==> src/rtl/writeback_stage_pkg.sv <==
// Shared types for the writeback stage: FSM states, register-write slot, PC index.
package wb_pkg;

    localparam int DATA_W = 32;
    localparam int ADDR_W = 4;

    localparam logic [ADDR_W-1:0] REG_PC = 4'd15;

    typedef enum logic {
        IDLE = 1'b0,
        PEND = 1'b1
    } wb_state_t;

    typedef struct packed {
        logic              we;
        logic [ADDR_W-1:0] addr;
        logic [DATA_W-1:0] data;
    } wb_slot_t;

endpackage

==> src/rtl/writeback_stage_if.sv <==
// Retire-side handshake plus register-file and PC write ports of the writeback stage.
interface writeback_stage_if;
    import wb_pkg::*;

    logic              in_valid;
    logic              in_ready;
    logic              in_mem_to_reg;
    logic [DATA_W-1:0] in_alu_result;
    logic [DATA_W-1:0] in_read_data;
    logic              in_res_we;
    logic [ADDR_W-1:0] in_res_addr;
    logic              in_base_we;
    logic [ADDR_W-1:0] in_base_addr;
    logic [DATA_W-1:0] in_base_data;
    logic              we3;
    logic [ADDR_W-1:0] ra3;
    logic [DATA_W-1:0] wd3;
    logic              pc_we;
    logic [DATA_W-1:0] pc_wd;

    modport slave (
        input  in_valid, in_mem_to_reg, in_alu_result, in_read_data,
               in_res_we, in_res_addr, in_base_we, in_base_addr, in_base_data,
        output in_ready, we3, ra3, wd3, pc_we, pc_wd
    );

    modport master (
        output in_valid, in_mem_to_reg, in_alu_result, in_read_data,
               in_res_we, in_res_addr, in_base_we, in_base_addr, in_base_data,
        input  in_ready, we3, ra3, wd3, pc_we, pc_wd
    );

endinterface

==> src/rtl/writeback_stage_slot_router.sv <==
// Steers one write slot to the register-file port or, for R15, to the PC port.
module wb_slot_router
    import wb_pkg::*;
(
    input  wb_slot_t          i_slot,
    output logic              o_we3,
    output logic [ADDR_W-1:0] o_ra3,
    output logic [DATA_W-1:0] o_wd3,
    output logic              o_pc_we,
    output logic [DATA_W-1:0] o_pc_wd
);

    logic w_is_pc;

    always_comb begin
        w_is_pc = (i_slot.addr == REG_PC);
        o_we3   = i_slot.we && !w_is_pc;
        o_pc_we = i_slot.we && w_is_pc;
        o_ra3   = i_slot.addr;
        o_wd3   = i_slot.data;
        o_pc_wd = i_slot.data;
    end

endmodule

==> src/rtl/writeback_stage.sv <==
// Writeback stage: picks the result source, serialises base+result writes onto
// the single register-file port, and diverts R15 writes to the PC port.
//
// state | meaning
// IDLE  | accepting; emits the single write (or BASE of a pair) of the last transfer
// PEND  | stalled; emits the held RES write of a two-write instruction
module writeback_stage
    import wb_pkg::*;
(
    input  logic clk,
    input  logic reset,
    writeback_stage_if.slave bus
);

    wb_state_t         r_state, w_state_next;
    wb_slot_t          r_pend, w_pend_next;
    wb_slot_t          w_emit, w_res, w_base;
    logic              w_fire;

    logic              r_we3, r_pc_we;
    logic [ADDR_W-1:0] r_ra3;
    logic [DATA_W-1:0] r_wd3, r_pc_wd;

    logic              w_we3_n, w_pc_we_n;
    logic [ADDR_W-1:0] w_ra3_n;
    logic [DATA_W-1:0] w_wd3_n, w_pc_wd_n;

    assign bus.in_ready = (r_state == IDLE) && !reset;
    assign w_fire       = bus.in_valid && bus.in_ready;

    // BASE to the same register as RES is dropped so the result always wins.
    always_comb begin
        w_res.we    = bus.in_res_we;
        w_res.addr  = bus.in_res_addr;
        w_res.data  = bus.in_mem_to_reg ? bus.in_read_data : bus.in_alu_result;
        w_base.we   = bus.in_base_we && !(bus.in_res_we && (bus.in_base_addr == bus.in_res_addr));
        w_base.addr = bus.in_base_addr;
        w_base.data = bus.in_base_data;
    end

    always_comb begin
        w_state_next = r_state;
        w_pend_next  = r_pend;
        w_emit       = '0;
        case (r_state)
            IDLE: begin
                if (w_fire) begin
                    if (w_base.we && w_res.we) begin
                        w_emit       = w_base;
                        w_pend_next  = w_res;
                        w_state_next = PEND;
                    end else if (w_base.we) begin
                        w_emit = w_base;
                    end else begin
                        w_emit = w_res;
                    end
                end
            end
            PEND: begin
                w_emit       = r_pend;
                w_pend_next  = '0;
                w_state_next = IDLE;
            end
            default: w_state_next = IDLE;
        endcase
    end

    wb_slot_router u_router (
        .i_slot  (w_emit),
        .o_we3   (w_we3_n),
        .o_ra3   (w_ra3_n),
        .o_wd3   (w_wd3_n),
        .o_pc_we (w_pc_we_n),
        .o_pc_wd (w_pc_wd_n)
    );

    always_ff @(posedge clk) begin
        if (reset) begin
            r_state <= IDLE;
            r_pend  <= '0;
            r_we3   <= 1'b0;
            r_ra3   <= '0;
            r_wd3   <= '0;
            r_pc_we <= 1'b0;
            r_pc_wd <= '0;
        end else begin
            r_state <= w_state_next;
            r_pend  <= w_pend_next;
            r_we3   <= w_we3_n;
            r_pc_we <= w_pc_we_n;
            if (w_we3_n) begin
                r_ra3 <= w_ra3_n;
                r_wd3 <= w_wd3_n;
            end
            if (w_pc_we_n) begin
                r_pc_wd <= w_pc_wd_n;
            end
        end
    end

    assign bus.we3   = r_we3;
    assign bus.ra3   = r_ra3;
    assign bus.wd3   = r_wd3;
    assign bus.pc_we = r_pc_we;
    assign bus.pc_wd = r_pc_wd;

endmodule

==> src/flat_wrapper.sv <==
// flat-port wrapper written by rule: the top's interface ports become plain ports
module writeback_stage_flat import wb_pkg::*;
  (clk, reset, bus_in_valid, bus_in_mem_to_reg, bus_in_alu_result, bus_in_read_data, bus_in_res_we, bus_in_res_addr, bus_in_base_we, bus_in_base_addr, bus_in_base_data, bus_in_ready, bus_we3, bus_ra3, bus_wd3, bus_pc_we, bus_pc_wd);
  writeback_stage_if bus_i ();
  input  logic clk;
  input  logic reset;
  input wire logic [$bits(bus_i.in_valid)-1:0] bus_in_valid;
  input wire logic [$bits(bus_i.in_mem_to_reg)-1:0] bus_in_mem_to_reg;
  input wire logic [$bits(bus_i.in_alu_result)-1:0] bus_in_alu_result;
  input wire logic [$bits(bus_i.in_read_data)-1:0] bus_in_read_data;
  input wire logic [$bits(bus_i.in_res_we)-1:0] bus_in_res_we;
  input wire logic [$bits(bus_i.in_res_addr)-1:0] bus_in_res_addr;
  input wire logic [$bits(bus_i.in_base_we)-1:0] bus_in_base_we;
  input wire logic [$bits(bus_i.in_base_addr)-1:0] bus_in_base_addr;
  input wire logic [$bits(bus_i.in_base_data)-1:0] bus_in_base_data;
  output wire logic [$bits(bus_i.in_ready)-1:0] bus_in_ready;
  output wire logic [$bits(bus_i.we3)-1:0] bus_we3;
  output wire logic [$bits(bus_i.ra3)-1:0] bus_ra3;
  output wire logic [$bits(bus_i.wd3)-1:0] bus_wd3;
  output wire logic [$bits(bus_i.pc_we)-1:0] bus_pc_we;
  output wire logic [$bits(bus_i.pc_wd)-1:0] bus_pc_wd;
  assign bus_i.in_valid = bus_in_valid;
  assign bus_i.in_mem_to_reg = bus_in_mem_to_reg;
  assign bus_i.in_alu_result = bus_in_alu_result;
  assign bus_i.in_read_data = bus_in_read_data;
  assign bus_i.in_res_we = bus_in_res_we;
  assign bus_i.in_res_addr = bus_in_res_addr;
  assign bus_i.in_base_we = bus_in_base_we;
  assign bus_i.in_base_addr = bus_in_base_addr;
  assign bus_i.in_base_data = bus_in_base_data;
  assign bus_in_ready = bus_i.in_ready;
  assign bus_we3 = bus_i.we3;
  assign bus_ra3 = bus_i.ra3;
  assign bus_wd3 = bus_i.wd3;
  assign bus_pc_we = bus_i.pc_we;
  assign bus_pc_wd = bus_i.pc_wd;
  writeback_stage u_core (.clk(clk), .reset(reset), .bus(bus_i));
endmodule
==> config.mk <==
export PLATFORM = sky130hd
export DESIGN_NAME = writeback_stage_flat
export DESIGN_NICKNAME = d
export VERILOG_FILES = /design/src/rtl/writeback_stage_pkg.sv /design/src/rtl/writeback_stage_if.sv /design/src/rtl/writeback_stage_slot_router.sv /design/src/rtl/writeback_stage.sv /design/src/flat_wrapper.sv
export SDC_FILE = /design/constraint.sdc
export NUM_CORES = 1
export LEC_CHECK = 0
export CELL_PAD_IN_SITES_DETAIL_PLACEMENT = 1
export CELL_PAD_IN_SITES_GLOBAL_PLACEMENT = 2
export CORE_ASPECT_RATIO = 1.2
export CORE_MARGIN = 8
export CORE_UTILIZATION = 23
export CTS_CLUSTER_SIZE = 20
export DETAILED_ROUTE_END_ITERATION = 10
export PLACE_DENSITY_LB_ADDON = 0.12
export SETUP_SLACK_MARGIN = 0.2
export SLEW_MARGIN = 30
export SYNTH_ARGS = -nofsm -noshare
export SYNTH_HDL_FRONTEND = slang
export SYNTH_SLANG_ARGS = --single-unit
==> constraint.sdc <==
create_clock -name clk -period 2.5 [get_ports clk]
set_input_delay 0.75 -clock clk [delete_from_list [all_inputs] [get_ports clk]]
set_output_delay 0.75 -clock clk [all_outputs]
set_load 0.02 [all_outputs]
# ---- Word-level counts from Yosys, hierarchy flattened
# Cells that the tools add are included.
dict set report word_totals {
  ff_bits 108
  input_bits 110
  out_inout_bits 71
  elab_cells 36
}
dict set report op_classes {
  n_eq_ne 4
  n_mux 11
  n_bitwise 1
  n_reduce_logical 11
}
# operator n
set op_table {}
lappend op_table {{37-bit two-way mux} 5}
lappend op_table {{37-bit case mux with 2 select lines} 2}
lappend op_table {{32-bit two-way mux} 1}
lappend op_table {{1-bit logical AND} 7}
lappend op_table {{4-bit == test} 1}
lappend op_table {{4-bit == test (second input constant)} 1}
lappend op_table {{1-bit logical NOT} 3}
lappend op_table {{1-bit two-way mux} 2}
lappend op_table {{2-bit by 1-bit != test with 1-bit output (second input constant)} 1}
lappend op_table {{2-bit != test (second input constant)} 1}
lappend op_table {{1-bit case mux with 2 select lines} 1}
lappend op_table {{2-bit AND reduction} 1}
lappend op_table {{1-bit NOT} 1}

# ---- Depth between registers and ports, before layout
# Gate-level depths: netlist of the first run.
dict set report depth {
  ltp_word 11
  ltp_mapped 8
  ltp_nobuf 6
}

# ---- Hierarchy
# Synthesis of the first run repeated with hierarchy kept, for this count alone.
dict set report unflattened {
  hier_cells 600
  area_unflattened_um2 5537.8
}
# mod n_inst cells_each area_each_um2 seq_area_each_um2
set by_module_without_submodules {}
lappend by_module_without_submodules {writeback_stage 1 528 5007.3 2162.1}
lappend by_module_without_submodules {wb_slot_router 1 72 530.5 0.0}

# ---- Least setup slack after synthesis of the first run
# OpenSTA, ideal clock, no wires.
dict set report synth_timing {
  path_type {input to register}
  startpoint {input port bus_in_base_we}
  endpoint {register u_core.r_wd3[6], in the netlist u_core.bus.wd3[6]}
  setup_ps 86
  arrival_time_ps 2445
  t_required_ps 2414
  path_slack_ps -30
  path_stages 7
  path_buffers 2
  path_cell_list {clkbuf_1 > mux2_2 > a22oi_1 > o31a_1 > clkbuf_1 > nor2_1 > a211oi_1}
}
dict set report synth_between {
  elab_chain_len 8
  word_cells_on_any_way 9
  cone_classes {eq/ne (1); mux (4); reduce/logical (4)}
}
# item line
set synth_lines {}
lappend synth_lines {{start: declaration} flat_wrapper.sv:13} ;# input wire logic [$bits(bus_i.in_base_we)-1:0] bus_in_base_we;
lappend synth_lines {{1-bit logical AND *} writeback_stage.sv:36} ;# w_base.we = bus.in_base_we && !(bus.in_res_we && (bus.in_base_addr == bus.in_res_addr));
lappend synth_lines {{37-bit two-way mux or 1-bit logical AND (tied branches)} {writeback_stage.sv:52, writeback_stage.sv:48}}
lappend synth_lines {{37-bit two-way mux *} writeback_stage.sv:48} ;# if (w_base.we && w_res.we) begin
lappend synth_lines {{37-bit two-way mux *} writeback_stage.sv:47} ;# if (w_fire) begin
lappend synth_lines {{37-bit case mux with 2 select lines *} writeback_stage.sv:45} ;# case (r_state)
lappend synth_lines {{4-bit == test} writeback_stage_slot_router.sv:16} ;# w_is_pc = (i_slot.addr == REG_PC);
lappend synth_lines {{1-bit logical NOT} writeback_stage_slot_router.sv:17} ;# o_we3 = i_slot.we && !w_is_pc;
lappend synth_lines {{1-bit logical AND} writeback_stage_slot_router.sv:17}
lappend synth_lines {{end signal: assignment} writeback_stage.sv:93} ;# r_wd3 <= w_wd3_n;
lappend synth_lines {{end: declaration} writeback_stage.sv:22} ;# logic [DATA_W-1:0] r_wd3, r_pc_wd;
# Every way passes the cells marked *; elsewhere a longest branch is shown, timed or not.
# A chain may end at the register's enable or synchronous reset.

# ---- Final worst setup path of the first run
dict set report layout_timing {
  startpoint {input port reset}
  endpoint {register u_core.r_pc_wd[15], in the netlist u_core.bus.pc_wd[15]}
}
dict set report layout_between {
  elab_chain_len 7
}
# item line
set layout_lines {}
lappend layout_lines {{start: declaration} flat_wrapper.sv:6} ;# input logic reset;
lappend layout_lines {{1-bit logical NOT} writeback_stage.sv:28} ;# assign bus.in_ready = (r_state == IDLE) && !reset;
lappend layout_lines {{1-bit logical AND} writeback_stage.sv:28}
lappend layout_lines {{1-bit logical AND} writeback_stage.sv:29} ;# assign w_fire = bus.in_valid && bus.in_ready;
lappend layout_lines {{37-bit two-way mux} writeback_stage.sv:47}
lappend layout_lines {{37-bit case mux with 2 select lines} writeback_stage.sv:45}
lappend layout_lines {{4-bit == test} writeback_stage_slot_router.sv:16}
lappend layout_lines {{1-bit logical AND} writeback_stage_slot_router.sv:18} ;# o_pc_we = i_slot.we && w_is_pc;
lappend layout_lines {{end signal: assignment} writeback_stage.sv:96} ;# r_pc_wd <= w_pc_wd_n;
lappend layout_lines {{end: declaration} writeback_stage.sv:22}
# Parallel ways exist; a longest one is shown, timed or not.

==> metrics, run 1 <==
outcome finished clean; RD Place Congestion approximately 0.74; M1 GR Usage 18.65%; hold crit path type register to register; router iterations before antenna repair 4; syn avg cell area between 9 and 10 µm²; Top Usage Layer GRT met2; post-DP HPWL around 15 mm; Area after DPL about 7400 µm²; fin crit period roughly 2.3 ns; area grow syn2layout 66.98%; DP Worst Slack -0.4304 ns; Syn. warnings 0; WP data required around 2.7 ns; max_slew headroom 67.73%; synth unique cells 32; GRT overflow 0; PwrDens 527.5 nW/µm²; Setup TNS 0 ns; initial drt markers ~170; CP max-delay cell or3b_4; Post-Syn Nets 646; max-cap violations 0; Setup crit end kind register; CP cell instances buf_4 > or3b_4 > o21a_4 > nor4_4 > buf_6 > buf_6 > bufbuf_16 > a211oi_2; RSZ-0062 raised after global routing yes; maximum vdd drop about 0.00037 V; CTS buffer count 9; htree depth 3; CP peak stage delay approximately 0.42 ns; Die Area about 27000 µm²; final hold vios 0; placed insts around 1000; overall routing resource usage 16.00%; CORE AREA 21480 µm²; met2 GRT Util 28.85%; DRT antenna net count 0; type of the worst setup path input port to register; met3 usage approximately 2.8%; largest net degree at the start of global routing 43; cell row count between 50 and 60; initial antenna violation count 0; Final nets roughly 850; TritonCTS Sinks ~110; Root Buffer clkbuf_16; period utilization roughly nine tenths; P_leak ~0.0030 µW; final instance area between 8000 and 9000 µm²; Max Clk Rate ~0.44 GHz; layout cell share with drive strength beyond 1 about 25%; io pins approximately 180; clock buffer depth 2; Worst Clk Skew around 0.0086 ns; CP Max Fanout 9; Initial Utilization between 20% and 30%; post-synthesis sequential element count around 110; number of port buffers between 150 and 200; routed wire length between 20 and 25 mm; diode count 0; post-route setup slack around 0.24 ns; Hold Buf Count CTS 0; Setup crit start kind input port; Worst-path clk slew 0.07 ns; most frequent cell on the critical path buf_6; first-pass GRT wire length around 33 mm; Routed WL per cell 21.32 µm; Worst-Skew Late Latency 0.36 ns; Via density approximately 5; die width 150.5 µm; DR vias 5077; CP arrival roughly 2.5 ns; Setup violations, final 0; post-synthesis sequential area ratio a little over two fifths; Syn Inst Count between 500 and 600; DIE HEIGHT 177.4 µm; mapped cell area around 5000 µm²; vias in the first global route 5557; Power, Total approximately 4400 µW; Least-Margin Pin Slew 0.4841 ns; TritonCTS clock tree yes; Residual DRC 0; fin cells around 1000; Pins Over Slew Limit 0
==> synthesized netlist by cell type, drive strengths merged <==
master  count  area (µm²)
nand3b     12       90.09
a221oi     34       297.8
nor4b       1       8.760
a31oi       1       6.260
mux2       36       405.4
nand2      64       240.2
nor3b       1       12.51
and3        2       12.51
buf        21       120.1
a22o       32       280.3
xnor2       4       35.03
o21a        2       15.01
o211ai      1       7.510
or3b        1       8.760
inv         1       3.750
a22oi       2       15.01
clkbuf     30       112.6
o31a        1       8.760
dfxtp     108        2162
nor2       70       262.8
a21oi      13       65.06
o21ai       1       5.000
nor4        2       27.53
nand3      25       125.1
or2         1       6.260
a211oi     66       635.6
nor3        4       20.02
==> metal layers <==
| metal | wire [µm] | up-vias |
|---|---|---|
| met5 | 0 | - |
| met3 | 960 | 12 |
| met4 | 293 | 0 |
| li1 | - | 2412 |
| met2 | 11500 | 110 |
| met1 | 9036 | 2543 |
==> cells by family (layout without fill, tap and decap cells) <==
family | count (synthesis) | in the layout | synth area share (%)
AOI/OAI and AO/OA | 153 | 153 | 26.78
xor gates and xnor gates | 4 | 4 | 0.7020
buffers and inverters | 52 | 264 | 4.739
DFF | 108 | 108 | 43.33
muxes | 36 | 36 | 8.124
and+or+nand+nor | 183 | 183 | 16.32
==> final timing paths <==
path / depth (start not counted) / slack [ns] / end / startpoint
worst min register to register: 2 / 0.46 / u_core.r_pend[36]$_SDFFE_PP0P_ / u_core.r_pend[36]$_SDFFE_PP0P_
worst max register to register: 7 / 0.37 / u_core.bus.pc_wd[15]$_SDFFE_PP0P_ / u_core.r_state$_SDFF_PN0_
worst max-delay path: 8 / 0.24 / u_core.bus.pc_wd[15]$_SDFFE_PP0P_ / reset
worst min-delay path: 2 / 0.46 / u_core.r_pend[36]$_SDFFE_PP0P_ / u_core.r_pend[36]$_SDFFE_PP0P_
==> sequential cells by signal (all words and copies together), names as in the netlist <==
signal	flops
u_core.r_state	1
u_core.bus.pc_we	1
u_core.bus.ra3	4
u_core.r_pend	37
u_core.bus.we3	1
u_core.bus.pc_wd	32
u_core.bus.wd3	32
==> through the flow <==
step | hold slack, ns | utilization [%]
after floorplan | 0.4227 | -
after global placement | 0.4386 | 34.43
after detailed placement | 0.4446 | 34.43
after CTS | 0.4613 | 38.23
after global routing | 0.4839 | 38.79
final | 0.4585 | 38.79
==> area by class of cell <==
type	instances	area, µm²
clock buffer	11	252.7
clock inverter	4	120.1
fill	2392	13150
inverter	1	3.754
multi-input combinational	376	2826
sequential	108	2163
tap	274	342.8
timing repair buffer	248	2623
==> cells in the final DEF, fill, tap and decap left out, drive strengths merged, types with 25 or more instances in the layout <==
cell type      synthesis  layout
nor2                  70      70
nand2                 64      64
clkdlybuf4s50          0     166
nand3                 25      25
a221oi                34      34
buf                   21      66
mux2                  36      36
a211oi                66      66
a22o                  32      32
dfxtp                108     108
==> power breakdown <==
group	leakage, µW	total [µW]	switching [µW]	internal [µW]
Clock	0.000182	1800	666	1130
Sequential	0.000878	1810	35.0	1780
Combinational	0.00197	784	369	414
Total	0.00303	4390	1070	3320
==> critical path, delay by kind of cell <==
kind / cells / cell delay [ns]
AOI/OAI and AO/OA: 2 / 0.29
buffers and inverters: 4 / 0.80
and+or+nand+nor: 2 / 0.64
==> timing repair <==
item / CTS / global route
setup endpoints to repair: 69 / 106
gates cloned: 7 / 0
gates resized for setup: 33 / 29
pin swaps: 9 / 4
buffers inserted: 13 / 1
Power figures use the tool's default switching activity.
==> run 2: changes to the inputs <==
--- a/config.mk
+++ b/config.mk
@@ -5,10 +5,11 @@
 export SDC_FILE = /design/constraint.sdc
 export NUM_CORES = 1
 export LEC_CHECK = 0
+export ABC_CLOCK_PERIOD_IN_PS = 2500
 export CELL_PAD_IN_SITES_DETAIL_PLACEMENT = 1
 export CELL_PAD_IN_SITES_GLOBAL_PLACEMENT = 2
 export CORE_ASPECT_RATIO = 1.2
-export CORE_MARGIN = 8
+export CORE_MARGIN = 2
 export CORE_UTILIZATION = 23
 export CTS_CLUSTER_SIZE = 20
 export DETAILED_ROUTE_END_ITERATION = 10
==> run 2 against run 1 <==
First-iteration DRC count is 14% lower. Combinational power up 2%. Register-to-register slack improved by 0.02 ns. Clock skew fell by 0.0029 ns. Worst hold slack barely moved. Clock power shrank 17%. Critical path type unchanged. Highest routed layer unchanged.
==> metrics, run 2 (synthesis gave the netlist of run 1 again) <==
GRT overflow 0; Area after DPL between 7000 and 8000 µm²; Root Buffer clkbuf_16; maximum vdd drop 0.0003032 V; TritonCTS Sinks 108; Setup crit end kind register; router iterations before antenna repair 4; Biggest register u_core.r_pend; cell row count between 50 and 60; most common cell after layout, fill and taps aside clkdlybuf4s50_1; DIE HEIGHT between 150 and 200 µm; RSZ-0062 raised after global routing no; htree depth 3; r2r setup slk 0.39 ns; fin crit period 2.262 ns; overall routing resource usage between 15 and 20%; clock buffer depth 2; outcome finished clean; largest net degree at the start of global routing 39; reg2reg start u_core.r_state$_SDFF_PN0_; type of the worst setup path input port to register; diode count 0; RD Place Congestion 0.7729; io pins 181; routed wire length 19.27 mm; max_slew headroom between 60 and 70%; max-cap violations 0; area grow syn2layout 68.08%; Via density approximately 5; initial antenna violation count 0; Initial Utilization 23.23%; Final nets between 800 and 900; Setup crit start kind input port; initial drt markers between 100 and 150; Routed WL per cell 18.78 µm; period utilization slightly above 90%; Pins Over Slew Limit 0; vias in the first global route approximately 5300; DR vias ~5000; DRT antenna net count 0; commonest cells after routing, fill and taps aside 167 x clkdlybuf4s50_1, 107 x dfxtp_1, 69 x nor2_1; post-DP HPWL around 13 mm; CORE AREA around 21000 µm²; die width 138.5 µm; P_leak roughly 0.0031 µW; Die Area 22890 µm²; number of port buffers 180; first-pass GRT wire length ~28 mm; Largest register FFs 37; Residual DRC 0; Worst Clk Skew approximately 0.0057 ns; Hold Buf Count CTS 0; Hold Crit Start u_core.r_pend[36]$_SDFFE_PP0P_; Worst Setup SP bus_in_base_addr[3]; CTS buffer count 9; layout cell share with drive strength beyond 1 roughly 28%; Worst-path clk slew ~0.070 ns; CP arrival ~2.5 ns; hold crit path type register to register; Worst R2R Path Depth 8; Least-Margin Pin Slew roughly 0.55 ns; Layout Utilization about 39%; hold path depth 2; TritonCTS clock tree yes; WP data required approximately 2.7 ns; Worst-Skew Late Latency roughly 0.36 ns; Power, Total slightly above 4000 µW; final instance area about 8400 µm²; CP Max Fanout 16; Setup violations, final 0; PwrDens between 400 and 500 nW/µm²; Max Clk Rate ~0.44 GHz; final hold vios 0
-- run 2: layer usage --
metal | GRT usage, % | routed length, µm | up-vias
met5 | 0 | 0 | -
met4 | 5.148 | 231 | 0
met3 | 2.739 | 767 | 12
met2 | 30.06 | 10310 | 97
met1 | 18.04 | 7959 | 2508
li1 | - | - | 2419
-- run 2: final timing paths --
| kind | endpoint |
|---|---|
| max | u_core.bus.wd3[16]$_SDFFE_PP0P_ |
| min | u_core.r_pend[36]$_SDFFE_PP0P_ |
| min reg2reg | u_core.r_pend[36]$_SDFFE_PP0P_ |
| max reg2reg | u_core.bus.pc_wd[19]$_SDFFE_PP0P_ |
-- run 2: final cells by class --
class / instances / area (µm²)
clock buffers: 13 / 260.3
clock inverters: 3 / 45.04
fillers: 2381 / 13100
inverters: 1 / 3.754
multi-input cells: 376 / 2958
flip-flops and latches: 108 / 2163
well taps: 274 / 342.8
repair buffers: 251 / 2614
-- run 2: timing repair --
| action | in CTS | in global routing |
|---|---|---|
| buffers inserted | 3 | 9 |
| gates resized for setup | 21 | 66 |
| setup endpoints to repair | 68 | 65 |
| pin swaps | 2 | 12 |
| gates cloned | 1 | 4 |
-- run 2: where the power goes --
group,leakage (µW),switching (µW),total (µW),internal (µW)
combinational,0.00204,377,799,423
clock,0.000142,671,1500,834
sequential,0.000878,35.5,1810,1780
-- run 2: through the flow --
step                      instances  setup slack, ns  TNS (ns)  hold WS (ns)
after floorplan                 536           0.1095         0        0.4227
after global placement          993          -0.4238    -24.16        0.4341
after detailed placement        993          -0.5150    -27.83        0.4481
after CTS                      1013           0.1365         0        0.4597
after global routing           1026           0.1879         0        0.4820
final                          1026           0.2382         0        0.4585
-- run 2: critical path: stages --
cell and delay [ns]:
clkdlybuf4s50_1 0.53, xnor2_2 0.14, nand2_2 0.12, o21a_4 0.25
buf_8 0.17, a221oi_2 0.39, a211oi_1 0.12
==> run 3: changes to the inputs <==
--- a/config.mk
+++ b/config.mk
@@ -10,9 +10,11 @@
 export CELL_PAD_IN_SITES_GLOBAL_PLACEMENT = 2
 export CORE_ASPECT_RATIO = 1.2
 export CORE_MARGIN = 2
-export CORE_UTILIZATION = 23
+export CORE_UTILIZATION = 33
+export CTS_CLUSTER_DIAMETER = 150
 export CTS_CLUSTER_SIZE = 20
 export DETAILED_ROUTE_END_ITERATION = 10
+export DONT_BUFFER_PORTS = 1
 export PLACE_DENSITY_LB_ADDON = 0.12
 export SETUP_SLACK_MARGIN = 0.2
 export SLEW_MARGIN = 30
==> run 3 against run 2 <==
Worst hold slack worse by 0.0055 ns. Die area down 30%. Global-route usage up 2.9 points. Final cell count down 30%. Critical path type is now register to register. First-iteration DRC count up 1.4%. Clock skew up 0.0039 ns. Combinational power down 58%. Largest power group unchanged. Sequential power up 3%. Wire length down 22%. Worst setup slack better by 0.16 ns. Register-to-register slack about the same. Flip-flop and latch count unchanged.
==> metrics, run 3 (synthesis gave the netlist of run 1 again) <==
outcome finished clean; routed wire length approximately 15 mm; GRT overflow 0; internal power 2704 µW; multi-input gate area in the final layout 2634 µm²; Hold Crit Start u_core.r_pend[36]$_SDFFE_PP0P_; max_slew headroom 66.51%; clock share of power between 30 and 40%; initial drt markers approximately 150; Die Area around 16000 µm²; Setup violations, final 0; Largest register FFs 37; Worst-Skew Late Latency around 0.35 ns; Residual DRC 0; Final nets ~620; clock buffer depth 2; Setup Buffers After CTS 0; router iterations before antenna repair 4; final hold vios 0; P_sw a little over 900 µW; total area of sequential cells ~2200 µm²; overall routing resource usage between 10% and 20%; vias in the first global route approximately 4300; DR vias 4072; diode count 0; commonest cells after routing, fill and taps aside 107 x dfxtp_1, 69 x nor2_1, 64 x nand2_1; Pins Over Slew Limit 0; Comb pwr share under 10%; Biggest register u_core.r_pend; Initial Utilization ~33%; P_leak around 0.0018 µW; Max Clk Rate ~0.48 GHz; reg2reg start u_core.r_state$_SDFF_PN0_; WP data required 2.77 ns; layout cell share with drive strength beyond 1 roughly 21%; Via density 5.632; initial antenna violation count 0; Setup crit start kind register; Root Buffer clkbuf_16; area grow syn2layout 11.28%; hold crit path type register to register; Reg power frac between 50% and 60%; number of port buffers 0; Worst-path clk slew roughly 0.07 ns; Sw Share 25.27%; Power, Total 3618 µW; Setup TNS 0 ns; first-pass GRT wire length ~24 mm; CORE AREA 14900 µm²; io pins ~180; DRT antenna net count 0; type of the worst setup path register to register; Setup crit end kind register; RD Place Congestion 0.7910; CP arrival 2.38 ns; die width ~120 µm; fin crit period approximately 2.1 ns; largest net degree at the start of global routing a little under 90; post-DP HPWL about 10 mm; Worst Clk Skew around 0.0096 ns; PwrDens roughly 650 nW/µm²; RSZ-0062 raised after global routing no; most common cell after layout, fill and taps aside dfxtp_1; TritonCTS clock tree yes; htree depth 3; CTS buffer count 9; max-cap violations 0; Worst Setup SP u_core.r_state$_SDFF_PN0_; CP Max Fanout 64; TritonCTS Sinks 108; fillcell total around 1700; Least-Margin Pin Slew ~0.5 ns; DIE HEIGHT around 140 µm; cell row count 49; period utilization a little over four fifths; maximum vdd drop roughly 0.00027 V; Routed WL per cell 20.80 µm
-- run 3: changes by cell type in the layout (fill, tap and decap cells not counted), sizes merged --
cell	delta
clkdlybuf4s50	-167
buf	-51
dlymetal6s2s	-8
clkbuf	-6
bufbuf	-1
clkinv	+1
dlygate4sd2	-1
-- run 3: path summary, 6_finish.rpt --
path | end | slack (ns) | cells past startpoint
max reg2reg | u_core.bus.pc_wd[20]$_SDFFE_PP0P_ | 0.40 | 6
min reg2reg | u_core.r_pend[36]$_SDFFE_PP0P_ | 0.45 | 2
min | u_core.r_pend[36]$_SDFFE_PP0P_ | 0.45 | 2
max | u_core.bus.pc_wd[20]$_SDFFE_PP0P_ | 0.40 | 6
-- run 3: timing repair --
| action | in CTS | in global routing |
|---|---|---|
| hold buffers | 0 | 0 |
| setup endpoints to repair | 0 | 6 |
| gates resized for setup | 0 | 1 |
| endpoints found under the hold margin | 0 | 0 |
-- run 3: final cells by class --
class                      instances  area share, %
clock buffer                      12          4.259
clock inverter                     4         0.9013
inverter                           1        0.06760
multi-input combinational        376          47.43
sequential                       108          38.96
tap                              204          4.597
timing repair buffer              18          3.785
-- run 3: layer usage --
| layer | global-route usage (%) | share of wire [%] | up-vias |
|---|---|---|---|
| li1 | - | - | 1951 |
| met1 | 22.72 | 42 | 2000 |
| met2 | 31.58 | 51 | 109 |
| met3 | 5.726 | 6.3 | 12 |
| met4 | 5.451 | 0.94 | 0 |
| met5 | 0 | 0 | - |
-- run 3: worst max-delay path, cell delays in order, from the launching register on --
cell,delay (ns)
dfxtp_2,0.42
or3b_1,0.43
o21a_1,0.28
nor4_4,0.20
buf_12,0.35
nor2_1,0.11
a211oi_2,0.21
-- run 3: power by group through the flow --
stage	sequential, µW	clock, µW	combinational (µW)
after global routing	1870	1550	373
final	1870	1420	333
after detailed placement	1910	0	337
after CTS	1870	1470	338
after global placement	1900	0	333
after floorplan	1890	0	282
-- run 3: through the flow --
stage / instances / hold slack, ns / setup slack (ns) / utilization, % / area, µm²
after global routing: 723 / 0.4408 / 0.2388 / 37.27 / 5553
after global placement: 707 / 0.4341 / 0.1041 / 35.31 / 5260
after detailed placement: 707 / 0.4421 / 0.02051 / 35.31 / 5260
after floorplan: 536 / 0.4227 / 0.1095 / - / 5010
after CTS: 723 / 0.4533 / 0.3492 / 37.23 / 5547
final: 723 / 0.4530 / 0.3976 / 37.27 / 5553
